===== config.mk =====
export PLATFORM = sky130hd
export DESIGN_NAME = se_sram_srw_access_ctrl_flat
export DESIGN_NICKNAME = d
export VERILOG_FILES = /design/src/rtl/se_sram_srw_access_ctrl_pkg.sv /design/src/rtl/se_sram_srw_access_ctrl_if.sv /design/src/rtl/se_sram_srw_access_ctrl_chk.sv /design/src/rtl/se_sram_srw_access_ctrl_resp_fifo.sv /design/src/rtl/se_sram_srw_access_ctrl.sv /design/src/flat_wrapper.sv
export SDC_FILE = /design/constraint.sdc
export NUM_CORES = 1
export LEC_CHECK = 0
export CORE_ASPECT_RATIO = 0.6
export CORE_MARGIN = 2
export CORE_UTILIZATION = 39
export CTS_CLUSTER_DIAMETER = 200
export DETAILED_ROUTE_END_ITERATION = 12
export PLACE_DENSITY = 0.85
export SLEW_MARGIN = 0
export SYNTH_ARGS = -nofsm -noshare
export SYNTH_HDL_FRONTEND = slang
export SYNTH_SLANG_ARGS = --single-unit

===== constraint.sdc =====
create_clock -name sram_clock -period 1.9 [get_ports sram_clock]
set_input_delay 0.19 -clock sram_clock [delete_from_list [all_inputs] [get_ports sram_clock]]
set_output_delay 0.19 -clock sram_clock [all_outputs]
set_load 0.02 [all_outputs]

===== src/rtl/se_sram_srw_access_ctrl_pkg.sv =====
// Shared types and constants for the se_sram_srw access controller.
//   acc_state_e  : controller mode (CLEAR sweep after reset, or RUN)
//   RESP_DEPTH   : read-response buffer depth
//   CREDIT_WIDTH : width of the buffer count and read-credit values
//   calc_credit  : free response slots left after the buffered and in-flight reads
package se_sram_acc_pkg;

  typedef enum logic [0:0] {
    CLEAR = 1'b0,
    RUN   = 1'b1
  } acc_state_e;

  localparam int RESP_DEPTH   = 2;
  localparam int CREDIT_WIDTH = $clog2(RESP_DEPTH + 1);

  // An in-flight read already owns a buffer slot; a pop in the same cycle does not free one.
  function automatic logic [CREDIT_WIDTH-1:0] calc_credit(
    input logic [CREDIT_WIDTH-1:0] count,
    input logic                    inflight
  );
    return CREDIT_WIDTH'(RESP_DEPTH) - count - {{(CREDIT_WIDTH-1){1'b0}}, inflight};
  endfunction

endpackage


===== src/rtl/se_sram_srw_access_ctrl_if.sv =====
// Request/response handshake bundle between a bus master and the SRAM access controller.
//   req_valid/req_ready    : request handshake
//   req_write              : 1 = write, 0 = read
//   req_address            : request address
//   req_write_data         : write data
//   req_write_enable       : write lane enables
//   resp_valid/resp_ready  : read-response handshake
//   resp_data              : read data, in request order
// Modports: master (request issuer / response consumer), slave (the controller).
interface se_sram_srw_access_ctrl_if #(
  parameter int ADDR_WIDTH = 16,
  parameter int DATA_WIDTH = 16,
  parameter int WE_WIDTH   = 1
) ();

  logic                  req_valid;
  logic                  req_ready;
  logic                  req_write;
  logic [ADDR_WIDTH-1:0] req_address;
  logic [DATA_WIDTH-1:0] req_write_data;
  logic [WE_WIDTH-1:0]   req_write_enable;
  logic                  resp_valid;
  logic                  resp_ready;
  logic [DATA_WIDTH-1:0] resp_data;

  modport master (
    output req_valid, req_write, req_address, req_write_data, req_write_enable, resp_ready,
    input  req_ready, resp_valid, resp_data
  );

  modport slave (
    input  req_valid, req_write, req_address, req_write_data, req_write_enable, resp_ready,
    output req_ready, resp_valid, resp_data
  );

endinterface


===== src/rtl/se_sram_srw_access_ctrl_chk.sv =====
// Checker for the read-response FIFO: flags a push while the FIFO is already full.
//   clk, rst : clock and synchronous active-high reset
//   push     : FIFO push strobe
//   count    : current FIFO occupancy
module se_sram_acc_resp_fifo_chk
  import se_sram_acc_pkg::*;
(
  input logic                    clk,
  input logic                    rst,
  input logic                    push,
  input logic [CREDIT_WIDTH-1:0] count
);

  // Overflow check, sampled on each rising edge outside reset.
  always_ff @(posedge clk) begin
    if (!rst) begin
      assert (!(push && (count == CREDIT_WIDTH'(RESP_DEPTH))))
        else $error("resp fifo push while full");
    end
  end

endmodule


===== src/rtl/se_sram_srw_access_ctrl_resp_fifo.sv =====
// Two-entry in-order FIFO holding SRAM read data until the consumer takes it.
//   clk, rst  : clock and synchronous active-high reset
//   push      : store push_data (caller guarantees space)
//   push_data : data to store
//   pop       : drop the head entry (caller guarantees count != 0)
//   count     : occupancy 0..RESP_DEPTH
//   head      : oldest entry
module se_sram_acc_resp_fifo
  import se_sram_acc_pkg::*;
#(
  parameter int DATA_WIDTH = 16
) (
  input  logic                    clk,
  input  logic                    rst,
  input  logic                    push,
  input  logic [DATA_WIDTH-1:0]   push_data,
  input  logic                    pop,
  output logic [CREDIT_WIDTH-1:0] count,
  output logic [DATA_WIDTH-1:0]   head
);

  localparam logic [CREDIT_WIDTH-1:0] COUNT_ONE = {{(CREDIT_WIDTH-1){1'b0}}, 1'b1};

  logic [DATA_WIDTH-1:0]   mem_r [RESP_DEPTH];
  logic                    wr_ptr_r;
  logic                    rd_ptr_r;
  logic [CREDIT_WIDTH-1:0] count_r;

  // Storage, pointers and occupancy; push and pop together leave the count unchanged.
  always_ff @(posedge clk) begin
    if (rst) begin
      for (int i = 0; i < RESP_DEPTH; i++) begin
        mem_r[i] <= '0;
      end
      wr_ptr_r <= 1'b0;
      rd_ptr_r <= 1'b0;
      count_r  <= '0;
    end else begin
      if (push) begin
        mem_r[wr_ptr_r] <= push_data;
        wr_ptr_r        <= ~wr_ptr_r;
      end
      if (pop) begin
        rd_ptr_r <= ~rd_ptr_r;
      end
      case ({push, pop})
        2'b10:   count_r <= count_r + COUNT_ONE;
        2'b01:   count_r <= count_r - COUNT_ONE;
        default: count_r <= count_r;
      endcase
    end
  end

  assign count = count_r;
  assign head  = mem_r[rd_ptr_r];

  se_sram_acc_resp_fifo_chk u_chk (
    .clk   (clk),
    .rst   (rst),
    .push  (push),
    .count (count_r)
  );

endmodule


===== src/rtl/se_sram_srw_access_ctrl.sv =====
// Request-side front end for a se_sram_srw_* single-port SRAM.
// Turns valid/ready read/write requests into SRAM strobes and buffers read data
// (one-cycle SRAM latency) in a 2-entry FIFO with valid/ready backpressure.
//   sram_clock, sram_reset : clock, synchronous active-high reset
//   sram_clock__enable     : clock enable, low freezes all state and idles the outputs
//   bus (slave modport)    : req_* request channel and resp_* response channel
//   sram_select .. sram_write_enable : strobes to the SRAM
//   sram_data_out          : SRAM read data, valid one enabled cycle after a read select
// Optional feature: define SRAM_ACC_CLEAR_EN to zero the whole SRAM after reset
// (CLEAR sweep, requests held off) before entering RUN.
module se_sram_srw_access_ctrl
  import se_sram_acc_pkg::*;
#(
  parameter int ADDR_WIDTH = 16,
  parameter int DATA_WIDTH = 16,
  parameter int WE_WIDTH   = 1
) (
  input  logic                  sram_clock,
  input  logic                  sram_reset,
  input  logic                  sram_clock__enable,
  se_sram_srw_access_ctrl_if.slave bus,
  output logic                  sram_select,
  output logic                  sram_read_not_write,
  output logic [ADDR_WIDTH-1:0] sram_address,
  output logic [DATA_WIDTH-1:0] sram_write_data,
  output logic [WE_WIDTH-1:0]   sram_write_enable,
  input  logic [DATA_WIDTH-1:0] sram_data_out
);

  logic                    active;
  logic                    in_run;
  logic                    sweeping;
  logic [ADDR_WIDTH-1:0]   sweep_addr;
  logic                    inflight_r;
  logic [CREDIT_WIDTH-1:0] count;
  logic [CREDIT_WIDTH-1:0] credit;
  logic [DATA_WIDTH-1:0]   head;
  logic                    ready_s;
  logic                    accept_s;
  logic                    read_accept_s;
  logic                    push_s;
  logic                    pop_s;

  // Outputs stay idle while reset is asserted, not just after the first reset edge.
  assign active = sram_clock__enable & ~sram_reset;

`ifdef SRAM_ACC_CLEAR_EN
  acc_state_e            state_r;
  logic [ADDR_WIDTH-1:0] sweep_addr_r;

  // Mode FSM: sweep every address once after reset, then serve requests.
  always_ff @(posedge sram_clock) begin
    if (sram_reset) begin
      state_r      <= CLEAR;
      sweep_addr_r <= '0;
    end else if (sram_clock__enable) begin
      case (state_r)
        CLEAR: begin
          if (sweep_addr_r == {ADDR_WIDTH{1'b1}}) begin
            state_r <= RUN;
          end else begin
            state_r <= CLEAR;
          end
          sweep_addr_r <= sweep_addr_r + {{(ADDR_WIDTH-1){1'b0}}, 1'b1};
        end
        RUN: begin
          state_r      <= RUN;
          sweep_addr_r <= sweep_addr_r;
        end
        default: begin
          state_r      <= CLEAR;
          sweep_addr_r <= '0;
        end
      endcase
    end else begin
      state_r      <= state_r;
      sweep_addr_r <= sweep_addr_r;
    end
  end

  assign in_run     = (state_r == RUN);
  assign sweeping   = ~in_run;
  assign sweep_addr = sweep_addr_r;
`else
  assign in_run     = 1'b1;
  assign sweeping   = 1'b0;
  assign sweep_addr = '0;
`endif

  assign credit = calc_credit(count, inflight_r);

  // Request acceptance: writes need no buffer slot, reads need a free credit.
  always_comb begin
    ready_s = 1'b0;
    if (active && in_run) begin
      if (bus.req_write) begin
        ready_s = 1'b1;
      end else begin
        ready_s = (credit != '0);
      end
    end else begin
      ready_s = 1'b0;
    end
  end

  assign bus.req_ready = ready_s;
  assign accept_s      = bus.req_valid & ready_s;
  assign read_accept_s = accept_s & ~bus.req_write;

  // SRAM strobe drive: sweep write, accepted request, or idle zeros.
  always_comb begin
    sram_select         = 1'b0;
    sram_read_not_write = 1'b0;
    sram_address        = '0;
    sram_write_data     = '0;
    sram_write_enable   = '0;
    if (active && sweeping) begin
      sram_select       = 1'b1;
      sram_address      = sweep_addr;
      sram_write_enable = '1;
    end else if (accept_s) begin
      sram_select         = 1'b1;
      sram_read_not_write = ~bus.req_write;
      sram_address        = bus.req_address;
      sram_write_data     = bus.req_write_data;
      sram_write_enable   = bus.req_write ? bus.req_write_enable : '0;
    end else begin
      sram_select = 1'b0;
    end
  end

  // In-flight flag: set by a read accept, held across disabled cycles so the
  // capture lands on the next enabled edge while the SRAM holds data_out.
  always_ff @(posedge sram_clock) begin
    if (sram_reset) begin
      inflight_r <= 1'b0;
    end else if (sram_clock__enable) begin
      inflight_r <= read_accept_s;
    end else begin
      inflight_r <= inflight_r;
    end
  end

  assign push_s         = sram_clock__enable & inflight_r;
  assign bus.resp_valid = (count != '0) & sram_clock__enable;
  assign pop_s          = bus.resp_valid & bus.resp_ready;
  assign bus.resp_data  = head;

  se_sram_acc_resp_fifo #(
    .DATA_WIDTH (DATA_WIDTH)
  ) u_resp_fifo (
    .clk       (sram_clock),
    .rst       (sram_reset),
    .push      (push_s),
    .push_data (sram_data_out),
    .pop       (pop_s),
    .count     (count),
    .head      (head)
  );

endmodule


===== src/flat_wrapper.sv =====
// flat-port wrapper written by rule: the top's interface ports become plain ports
module se_sram_srw_access_ctrl_flat import se_sram_acc_pkg::*;
#(
  parameter int ADDR_WIDTH = 16,
  parameter int DATA_WIDTH = 16,
  parameter int WE_WIDTH   = 1
)
  (sram_clock, sram_reset, sram_clock__enable, sram_select, sram_read_not_write, sram_address, sram_write_data, sram_write_enable, sram_data_out, bus_req_valid, bus_req_write, bus_req_address, bus_req_write_data, bus_req_write_enable, bus_resp_ready, bus_req_ready, bus_resp_valid, bus_resp_data);
  se_sram_srw_access_ctrl_if #(.ADDR_WIDTH(ADDR_WIDTH), .DATA_WIDTH(DATA_WIDTH), .WE_WIDTH(WE_WIDTH)) bus_i ();
  input  logic sram_clock;
  input  logic sram_reset;
  input  logic sram_clock__enable;
  output logic sram_select;
  output logic sram_read_not_write;
  output logic [ADDR_WIDTH-1:0] sram_address;
  output logic [DATA_WIDTH-1:0] sram_write_data;
  output logic [WE_WIDTH-1:0] sram_write_enable;
  input  logic [DATA_WIDTH-1:0] sram_data_out;
  input wire logic [$bits(bus_i.req_valid)-1:0] bus_req_valid;
  input wire logic [$bits(bus_i.req_write)-1:0] bus_req_write;
  input wire logic [$bits(bus_i.req_address)-1:0] bus_req_address;
  input wire logic [$bits(bus_i.req_write_data)-1:0] bus_req_write_data;
  input wire logic [$bits(bus_i.req_write_enable)-1:0] bus_req_write_enable;
  input wire logic [$bits(bus_i.resp_ready)-1:0] bus_resp_ready;
  output wire logic [$bits(bus_i.req_ready)-1:0] bus_req_ready;
  output wire logic [$bits(bus_i.resp_valid)-1:0] bus_resp_valid;
  output wire logic [$bits(bus_i.resp_data)-1:0] bus_resp_data;
  assign bus_i.req_valid = bus_req_valid;
  assign bus_i.req_write = bus_req_write;
  assign bus_i.req_address = bus_req_address;
  assign bus_i.req_write_data = bus_req_write_data;
  assign bus_i.req_write_enable = bus_req_write_enable;
  assign bus_i.resp_ready = bus_resp_ready;
  assign bus_req_ready = bus_i.req_ready;
  assign bus_resp_valid = bus_i.resp_valid;
  assign bus_resp_data = bus_i.resp_data;
  se_sram_srw_access_ctrl #(.ADDR_WIDTH(ADDR_WIDTH), .DATA_WIDTH(DATA_WIDTH), .WE_WIDTH(WE_WIDTH)) u_core (.sram_clock(sram_clock), .sram_reset(sram_reset), .sram_clock__enable(sram_clock__enable), .bus(bus_i), .sram_select(sram_select), .sram_read_not_write(sram_read_not_write), .sram_address(sram_address), .sram_write_data(sram_write_data), .sram_write_enable(sram_write_enable), .sram_data_out(sram_data_out));
endmodule

==> metrics.md, run 1 <==
| Metric | Value |
|---|---|
| R2R Setup Slk | about 220 ps |
| Setup TNS | -541.2 ps |
| Slew @ Worst Pin | 710.7 ps |
| Total Wirelength | 5971 microns |
| DP Worst Slack | -336.7 ps |
| Pwr Density | approximately 540 nW/um^2 |
| CTS tree | built |
| Post-route setup slack | -33.97 ps |
| FF+latch area | 1084 sq um |
| Synth cell types | 30 |
| Mapped Area | around 2000 sq um |
| TritonCTS Buffers | 5 |
| Commonest cells in the netlist | and2_1, edfxtp_1, and2_4 |
| Fmax | 517.1 MHz |
| GR Util All Layers | about 20% |
| Post-DR wirelength/cell | 17.16 microns |
| Filler Cell Count | 365 |
| CTS sink cnt | 38 |
| Row count | 20 |
| Status | finished with violations |
| Synthesis-stage register bit count | 38 |
| Starting Density | 40.47% |
| WP data arrival | 1740 ps |
| Sequential-to-total area share from yosys stat | 52.84% |
| Clock Skew | 4.418 ps |
| Clock Latency Late Sink | 290 ps |
| Gr ovfl total | 0 |
| Clock share of power | ~28% |
| CTS max path bufs | 2 |
| Die area | 5860 sq um |
| Yosys top cell area share | 46.97% |
| Flop pwr share | 49.7% |
| Normalized max-slew margin | 52.42% |
| Final Cell Area | 3518 sq um |
| Hold Crit Start | u_core.u_resp_fifo.rd_ptr_r |
| Vias per cell | 4.790 |
| Net Sw Frac | 24.59% |
| Largest cells by area after synthesis | edfxtp_1, and2_1, and2_4 |
| Maxcap violations | 0 |
| Leak pwr | 1.612 nW |
| Max VDD drop | 240.8 uV |
| Reg clk slew, reported paths | approximately 70 ps |
| Main synth FF type | edfxtp_1 |
| Starting DRT DRC Count | 88 |
| Most common cell in the netlist | and2_1 |
| Gate power share | 22.6% |
| Worst r2r path cells | 5 |
| Crit path max fanout | 8 |
| Io pins | approximately 110 |
| End of the worst register-to-register path | u_core.u_resp_fifo.count[1] |
| First-pass GRT wire length | around 8600 microns |
| RSZ-0062 raised after global routing | yes |
| CP Class | register to primary output |
| Slew Viols, Final | 0 |
| Vias in the first global route | 1659 |
| Area Overhead vs Synth | 71.99% |
| Ys async rst share | 0% |
| Power, Total | 1.897 mW |
| Avg Cell Area, Syn | 12.95 sq um |
| FF-to-FF Start | u_core.u_resp_fifo.count[1] |
| # DRC | 0 |
| Clk root buf | clkbuf_8 |
| Sw Pwr | approximately 0.47 mW |
| Hold Violations, Final | 0 |
| Initial antenna violation count | 0 |
| P_int | 1.431 mW |
| Fin crit period | 1934 ps |
| Net count, final | 338 |
| Crit start category | register |
| Hold path depth | 2 |
| Fin crit share | 101.8% |
| GPL Wtd Cong | 0.7845 |
| Share of post-route cells with drive strength above 1 | 42.20% |
| Largest net degree at the start of global routing | 17 |
| Max H-tree Level | 2 |
| DP Area | 3233 sq um |
| Number of synthesized flops with an enable pin | 32 |
| IO Port Bufs | roughly 110 |
| Ant diodes | 0 |
| Via count | 1667 |
| WP data required | about 1700 ps |
| Multi-input gate area | 1041 sq um |
| Failing checks | negative setup slack |
| Syn_nets | 215 |
| Ys Warns | 0 |
| Die X-Extent | slightly below 100 microns |
| Core box area | 5055 sq um |
| Die height | 60.10 microns |
| Nature of the critical path endpoint | primary output |
| Detailed placement HPWL | 3744 microns |
| Area leader, netlist | edfxtp_1 |
| Syn Inst Count | around 160 |
| Final ANT Viol Nets | 0 |
| DRT Pass-1 Iters | 4 |
| Worst Hold Class | register to register |
| Final setup viols | 27 |
-- sequential cells by signal, indices dropped and copies added (netlist names), named ones only --
name                         cells
u_core.u_resp_fifo.count         2
u_core.u_resp_fifo.rd_ptr_r      1
u_core.inflight_r                1
u_core.u_resp_fifo.wr_ptr_r      1
u_core.u_resp_fifo.mem_r        32
-- power groups by stage --
stage	logic (mW)	clock network, mW	registers (mW)
2_1_floorplan	0.157	0	0.958
3_3_place_gp	0.374	0	0.958
3_5_place_dp	0.379	0	0.960
4_1_cts	0.420	0.528	0.943
5_1_grt	0.449	0.557	0.945
6_report	0.429	0.526	0.942
-- layout by cell type, fill, tap and decap left out, types with 2 or more instances in the layout --
cell / n
clkdlybuf4s50_1: 55
and2_1: 34
edfxtp_1: 32
and2_4: 30
buf_6: 27
mux2_2: 16
buf_4: 15
dlymetal6s2s_1: 14
o31a_4: 7
clkbuf_8: 5
nor2_1: 4
dfxtp_1: 4
dlygate4sd2_1: 3
inv_2: 2
nor3_1: 2
xor2_1: 2
xnor2_1: 2
buf_2: 2
buf_12: 2
dfxtp_2: 2
-- worst max-delay path, stage by stage (launching register included) --
cell and delay (ps):
dfxtp_2 340, inv_2 60, ha_4 180, xor2_4 190
o31a_4 410, and2_4 150, buf_6 120
-- metrics by stage --
| step | utilization [%] | instances | hold slack [ps] |
|---|---|---|---|
| floorplan | - | 158 | 366.6 |
| global placement | 63.96 | 333 | 496.3 |
| detailed placement | 63.96 | 333 | 503.9 |
| CTS | 68.17 | 348 | 518.4 |
| global route | 69.60 | 348 | 539.5 |
| finish | 69.60 | 348 | 514.1 |
-- what timing repair did --
item	CTS	global route
endpoints found under the hold margin	0	0
gates cloned	6	0
setup buffers	1	0
pin swaps	30	4
hold buffers	0	0
setup endpoints to repair	37	48
gates resized for setup	211	29
-- per-layer routing --
layer	share of wire [%]	wire, microns	vias up	global-route usage [%]
li1	-	-	805	-
met1	43	2540	813	24.28
met2	52	3097	39	36.65
met3	3.7	220	10	3.509
met4	1.9	113	0	6.746
met5	0	0	-	0
-- logic make-up (layout without fill, tap and decap cells) --
| kind of cell | Yosys count | in the layout | synth area share, % |
|---|---|---|---|
| flops | 38 | 38 | 52.84 |
| simple gates | 79 | 79 | 28.01 |
| mux | 16 | 16 | 8.807 |
| compound gates | 7 | 13 | 2.997 |
| xor+xnor | 5 | 5 | 2.141 |
| buf+inv | 11 | 129 | 3.975 |
| fa+ha+maj | 2 | 2 | 1.223 |
-- area by class of cell --
class	count	area share (%)
clock buffer	6	2.063
timing repair buffer	118	34.64
inverter	3	0.3201
clock inverter	2	0.2489
sequential	38	30.80
multi-input combinational	115	29.59
tap	66	2.347
-- worst max path at each step --
stage / slack [ps] / to / start / depth (start not counted)
floorplan: 230 / sram_address[12] / u_core.u_resp_fifo.count[0] / 5
global placement: -320 / sram_address[3] / sram_reset / 5
detailed placement: -340 / sram_address[6] / sram_clock__enable / 5
CTS: -60 / sram_address[9] / u_core.inflight_r / 6
global route: -70 / sram_write_data[4] / u_core.inflight_r / 6
finish: -30 / sram_read_not_write / u_core.inflight_r / 6
(Power assumes the default switching activity.)
==> inputs of run 2 (changes only) <==
SLEW_MARGIN = 20   (was 0)
==> results of run 2 <==
Final layout, timing and power as in run 1 (identical DEF).
==> variant 1, RTL diff (flow settings as in run 2) <==
Set the package constant `RESP_DEPTH` to 4 (it was 2).
--- a/src/rtl/se_sram_srw_access_ctrl_pkg.sv
+++ b/src/rtl/se_sram_srw_access_ctrl_pkg.sv
@@ -10,7 +10,7 @@
     RUN   = 1'b1
   } acc_state_e;
 
-  localparam int RESP_DEPTH   = 2;
+  localparam int RESP_DEPTH   = 4;
   localparam int CREDIT_WIDTH = $clog2(RESP_DEPTH + 1);
 
   // An in-flight read already owns a buffer slot; a pop in the same cycle does not free one.
Behaviour: not the same (a bounded check fails within 4 cycles, from zero or initial values and one cycle with sram_reset high).
==> variant 1 against run 2 <==
  * The run still ends with setup timing left
  * Sequential power rose by 2.5%
  * Area after synthesis rose by 2.9%
  * Fmax fell by 15%
  * Synthesized cell count rose by 5.1%
  * Power rose by 20%
  * Count of clock-buffer cells in the layout did not move
  * Final area rose by 9.3%
  * Setup slack got worse by 0.34 ns
  * Clock skew rose by 0.0023 ns
  * Wire length rose by 22%
  * Sequential cell count rose by 1
  * Register-to-register slack got worse by 0.20 ns
  * Via count rose by 10%
  * Die area rose by 2.8%
==> variant 1: results (changes against run 2) <==
| Metric | Value |
|---|---|
| Status | `complete, but fails checks` |
| Violated checks | `setup timing` |
| Worst skew pair latency | `0.29 ns (about the same)` |
| Synth top area share | `45.63% (-1.3 points)` |
| R2r setup slk | `0.02 ns (-0.20 ns)` |
| Total Wirelength | `7291 um (+22%)` |
| Path type of the worst setup path | `register to output pin` |
| Setup TNS | `-10.58 ns (-10.04 ns)` |
| Hold Slack | `0.5636 ns (+0.04954 ns)` |
| Remaining DRCs | `0 (unchanged)` |
| Final WS setup | `-0.3731 ns (-0.3391 ns)` |
| Synth Area in Compound Gates | `3.506% (+0.51 points)` |
| Gate count of the mapped netlist | `166 (+5.1%)` |
| Layout cells sized above 1 | `48.38% (+6.2 points)` |
| Placed cells | `351 (+5.4%)` |
| Slowest-stage cell, CP | `o41a_4` |
| Post-synth EDFFs | `32 (unchanged)` |
| Leak | `1.622 nW (+0.63%)` |
| Place WS | `-0.6327 ns (-0.2960 ns)` |
| Register area share after synthesis | `52.29% (-0.56 points)` |
| Worst min-delay path category | `register to register` |
| Initial antenna violation count | `0 (unchanged)` |
| Placed inst area | `3391 sq um (+4.9%)` |
| Final nets | `366 (+8.3%)` |
| Worst-path fanout max | `8 (unchanged)` |
| RR Startpoint | `u_core.u_resp_fifo.count[0]$_SDFFE_PP0P_` |
| Post-synth top cells | `38 x and2_1, 32 x edfxtp_1, 23 x and2_4` |
| Worst path arrival time | `2.08 ns (+0.34 ns)` |
| Adder-cell share of the synthesized area | `2.733% (+1.5 points)` |
| Post-synthesis mux area share | `8.556% (-0.25 points)` |
| CP top delay family | `compound AO/OA/AOI/OAI gates` |
| Iteration-0 DRC Markers | `127 (+44%)` |
| Worst Skew | `0.006728 ns (+0.002310 ns)` |
| Largest register FFs | `32 (unchanged)` |
| Yosys cell types | `32 (+6.7%)` |
| GR Util All Layers | `24.71% (+4.8 points)` |
| Worst-Margin Slew | `0.4050 ns (-0.3057 ns)` |
| Hold Crit Start | `u_core.u_resp_fifo.rd_ptr_r$_SDFFE_PP0P_` |
| Worst path max stage delay | `0.45 ns (+0.04 ns)` |
| Largest Register | `u_core.u_resp_fifo.mem_r` |
| Worst VDD drop | `530.7 uV (+120%)` |
| Synth Flop Type | `edfxtp_1` |
| HPWL after detailed placement | `4171 um (+11%)` |
| Syn_nets | `225 (+4.7%)` |
| Vias in the first global route | `1967 (+19%)` |
| Synth Area in XOR/XNOR | `2.080% (-0.061 points)` |
| Max Root-Sink Buffers | `2 (unchanged)` |
| GPL Wtd Cong | `0.7953 (+1.4%)` |
| Clock buffer count from CTS | `5 (unchanged)` |
| Vias | `1841 (+10%)` |
| Via density | `4.922 (+2.8%)` |
| Synth area leaders | `edfxtp_1 46%, and2_1 11%, and2_4 9.6%` |
| Final setup viols | `35 (+30%)` |
| Global-route wire length before repair | `10850 um (+26%)` |
| CTS root buf | `clkbuf_8` |
-- variant 1: cell count changes in the layout (fill, tap and decap cells not counted), sizes merged, moves of 2 or more --
cell / delta
inv: +2
o31a: -6
o41a: +5
buf: +20
dlymetal6s2s: -14
bufinv: +2
nor2: +2
dlygate4sd2: +14
clkinv: -2
-- variant 1: power by group --
part           switching [mW]  leakage [nW]  internal (mW)
clock                   0.300        0.0654          0.525
sequential             0.0123         0.390          0.953
combinational           0.206          1.17          0.271
total                   0.519          1.62           1.75
-- variant 1: per-layer routing --
layer	share of wire [%]	vias up	global-route usage, %	routed length, um
li1	-	857	-	-
met1	44	904	32.23	3230
met2	48	63	42.47	3526
met3	5.1	17	5.530	373
met4	2.2	0	7.241	159
met5	0	-	0	0
-- variant 1: final timing paths --
| kind | to | cells past startpoint |
|---|---|---|
| worst max-delay path | sram_write_data[2] | 8 |
| worst min-delay path | register | 2 |
| worst max register to register | u_core.u_resp_fifo.count[2]$_SDFFE_PP0P_ | 8 |
| worst min register to register | register | 2 |
-- variant 1: area by class of cell --
cell class | instances | area (sq um)
Clock buffer | 6 | 72.57
Inverter | 5 | 18.77
Clock inverter | 2 | 60.06
Sequential cell | 39 | 1106
Multi-Input combinational cell | 118 | 1126
Fill cell | 325 | 1285
Timing Repair Buffer | 138 | 1379
Tap cell | 66 | 82.58
-- variant 1: timing repair --
item / in CTS / in global routing
gates cloned: 4 / 0
endpoints found under the setup margin: 53 / 37
buffers inserted: 12 / 2
resized for setup: 250 / 7
pin swaps: 12 / 8
-- variant 1: cell families (layout without fill, tap and decap cells) --
group,after synthesis,count (layout)
AND/OR/NAND/NOR,81,81
flip-flops,39,39
multiplexers,16,16
buffers and inverters,13,151
AO/OA/AOI/OAI,8,12
XOR/XNOR,5,5
adder cells (fa/ha/maj),4,4
-- variant 1: worst reg2reg max path, delay by kind of cell, from the launching register on --
kind	cells	cell delay, ns
fa+ha+maj	2	0.49
flops	1	0.35
compound gates	2	0.34
simple gates	1	0.33
xor+xnor	1	0.17
buf+inv	2	0.15
==> variant 2, RTL diff (settings of run 2) <==
Made on the original files. Add a define of `SRAM_ACC_CLEAR_EN`.
--- a/src/rtl/se_sram_srw_access_ctrl.sv
+++ b/src/rtl/se_sram_srw_access_ctrl.sv
@@ -8,6 +8,8 @@
 //   sram_data_out          : SRAM read data, valid one enabled cycle after a read select
 // Optional feature: define SRAM_ACC_CLEAR_EN to zero the whole SRAM after reset
 // (CLEAR sweep, requests held off) before entering RUN.
+`define SRAM_ACC_CLEAR_EN
+
 module se_sram_srw_access_ctrl
   import se_sram_acc_pkg::*;
 #(
Formal check against the unedited RTL: not equivalent (Yosys sat finds a counterexample within 4 cycles, from zero or initial values and one cycle with sram_reset high).
==> variant 2 against run 2 <==
  * The flow still finishes with violations (setup timing)
  * Non-clock buffer count increased by 28
  * Area after synthesis increased by 35%
  * Sequential cell count up 17
  * Setup slack worse by 0.18 ns
  * Sequential share of layout area grew 0.56 points
  * Final area up 29%
  * Wire length up 32%
  * Power grew 39%
  * Largest cell class unchanged
==> variant 2: results (changes against run 2) <==
| Metric | Value |
|---|---|
| Status | `complete, but fails checks` |
| Violated checks | `setup timing` |
| Vias | `2403 (+44%)` |
| Post-synth top cells | `49 x and2_1, 32 x edfxtp_1, 23 x dfxtp_1` |
| Hold Crit Start | `sram_clock__enable` |
| Placed inst area | `4169 sq um (+29%)` |
| RR Startpoint | `u_core.in_run$_SDFFE_PP0P_` |
| Register area share after synthesis | `51.45% (-1.4 points)` |
| Fill count | `474 (+30%)` |
| Largest Register | `u_core.u_resp_fifo.mem_r` |
| Syn_nets | `313 (+46%)` |
| Adder-cell share of the synthesized area | `1.359% (+0.14 points)` |
| Placed cells | `470 (+41%)` |
| Worst min-delay path category | `input pin to register` |
| Final nets | `452 (+34%)` |
| GPL Wtd Cong | `0.8935 (+14%)` |
| Global-route wire length before repair | `12300 um (+43%)` |
| M3 GR Usage | `3.934% (+0.42 points)` |
| Final WS setup | `-0.2178 ns (-0.1838 ns)` |
| Synth Area in Compound Gates | `8.832% (+5.8 points)` |
| Worst VDD drop | `392.2 uV (+63%)` |
| Worst path max stage delay | `0.34 ns (-0.07 ns)` |
| Largest net degree at the start of global routing | `28 (+11)` |
| GR Layer Usage met2 | `32.40% (-4.2 points)` |
| R2r setup slk | `0.06 ns (-0.16 ns)` |
| Hold path cells | `5 (+3)` |
| Total Wirelength | `7898 um (+32%)` |
| Iteration-0 DRC Markers | `117 (+33%)` |
| Synth Area in XOR/XNOR | `5.389% (+3.2 points)` |
| DR WL/cell | `16.39 um (-4.5%)` |
| Synth top area share | `34.78% (-12 points)` |
| Post-synthesis mux area share | `6.522% (-2.3 points)` |
| Worst Skew | `0.004221 ns (-0.0001969 ns)` |
| WL met3 | `337 um (+53%)` |
| Setup TNS | `-4.970 ns (-4.429 ns)` |
| CTS root buf | `clkbuf_16` |
| Slew HR | `74.24% (+22 points)` |
| Hold Slack | `0.4915 ns (-0.02259 ns)` |
| Yosys cell types | `39 (+30%)` |
| Slowest-stage cell, CP | `dfxtp_2` |
| Tmin final | `2.118 ns (+0.1838 ns)` |
| Met2 WL | `3832 um (+24%)` |
| Layout cells sized above 1 | `32.66% (-9.5 points)` |
| RR Endpoint | `u_core.sweep_addr[15]$_SDFFE_PP0P_` |
| Final setup viols | `34 (+26%)` |
| M1 WL | `3675 um (+45%)` |
| Gate count of the mapped netlist | `255 (+61%)` |
variant 2: cell types whose count changed after synthesis, sizes merged, moves of 7 or more:
cell / before / now
nand2: 1 / 12
and2: 65 / 49
a22o: 0 / 16
nor2: 4 / 19
dfxtp: 6 / 23
clkbuf: 0 / 10
xnor2: 2 / 9
variant 2: what timing repair did:
action                                  in CTS  in global routing
hold buffers                                 0                  0
pin swaps                                    9                 13
gates cloned                                 2                  0
endpoints found under the setup margin      58                 67
gates resized for setup                    233                 19
buffers inserted                             2                  1
variant 2: report_power, final:
group	total [mW]	switching, mW	internal [mW]	leakage [nW]
clock network	1.07	0.411	0.663	0.0875
registers	1.29	0.00945	1.28	0.517
logic	0.264	0.104	0.159	1.37
variant 2: worst max path at each step:
| stage | endpoint | slack, ns | depth (start not counted) |
|---|---|---|---|
| finish | sram_address[10] | -0.22 | 7 |
| floorplan | sram_address[10] | -0.01 | 6 |
| detailed placement | sram_address[13] | -0.44 | 6 |
| global route | sram_address[10] | -0.24 | 7 |
| CTS | sram_write_data[12] | -0.24 | 8 |
| global placement | u_core.u_resp_fifo.mem_r[0][0]$_SDFFCE_PN0P_ | -0.42 | 7 |
variant 2: worst reg2reg max path, delay by kind of cell, from the launching register on:
family | cells | cell delay [ns]
simple gates | 3 | 0.94
compound gates | 1 | 0.16
flops | 1 | 0.37
buf+inv | 2 | 0.32
variant 2: cell type report:
cell class                      count  area [sq um]  share of cell area, %
Clock inverter                      2         38.79                 0.8535
Tap cell                           87         108.9                  2.395
Sequential cell                    55          1425                  31.36
Clock buffer                        6         138.9                  3.056
Timing Repair Buffer              146          1473                  32.41
Multi-Input combinational cell    180          1338                  29.43
Inverter                            6         22.52                 0.4956
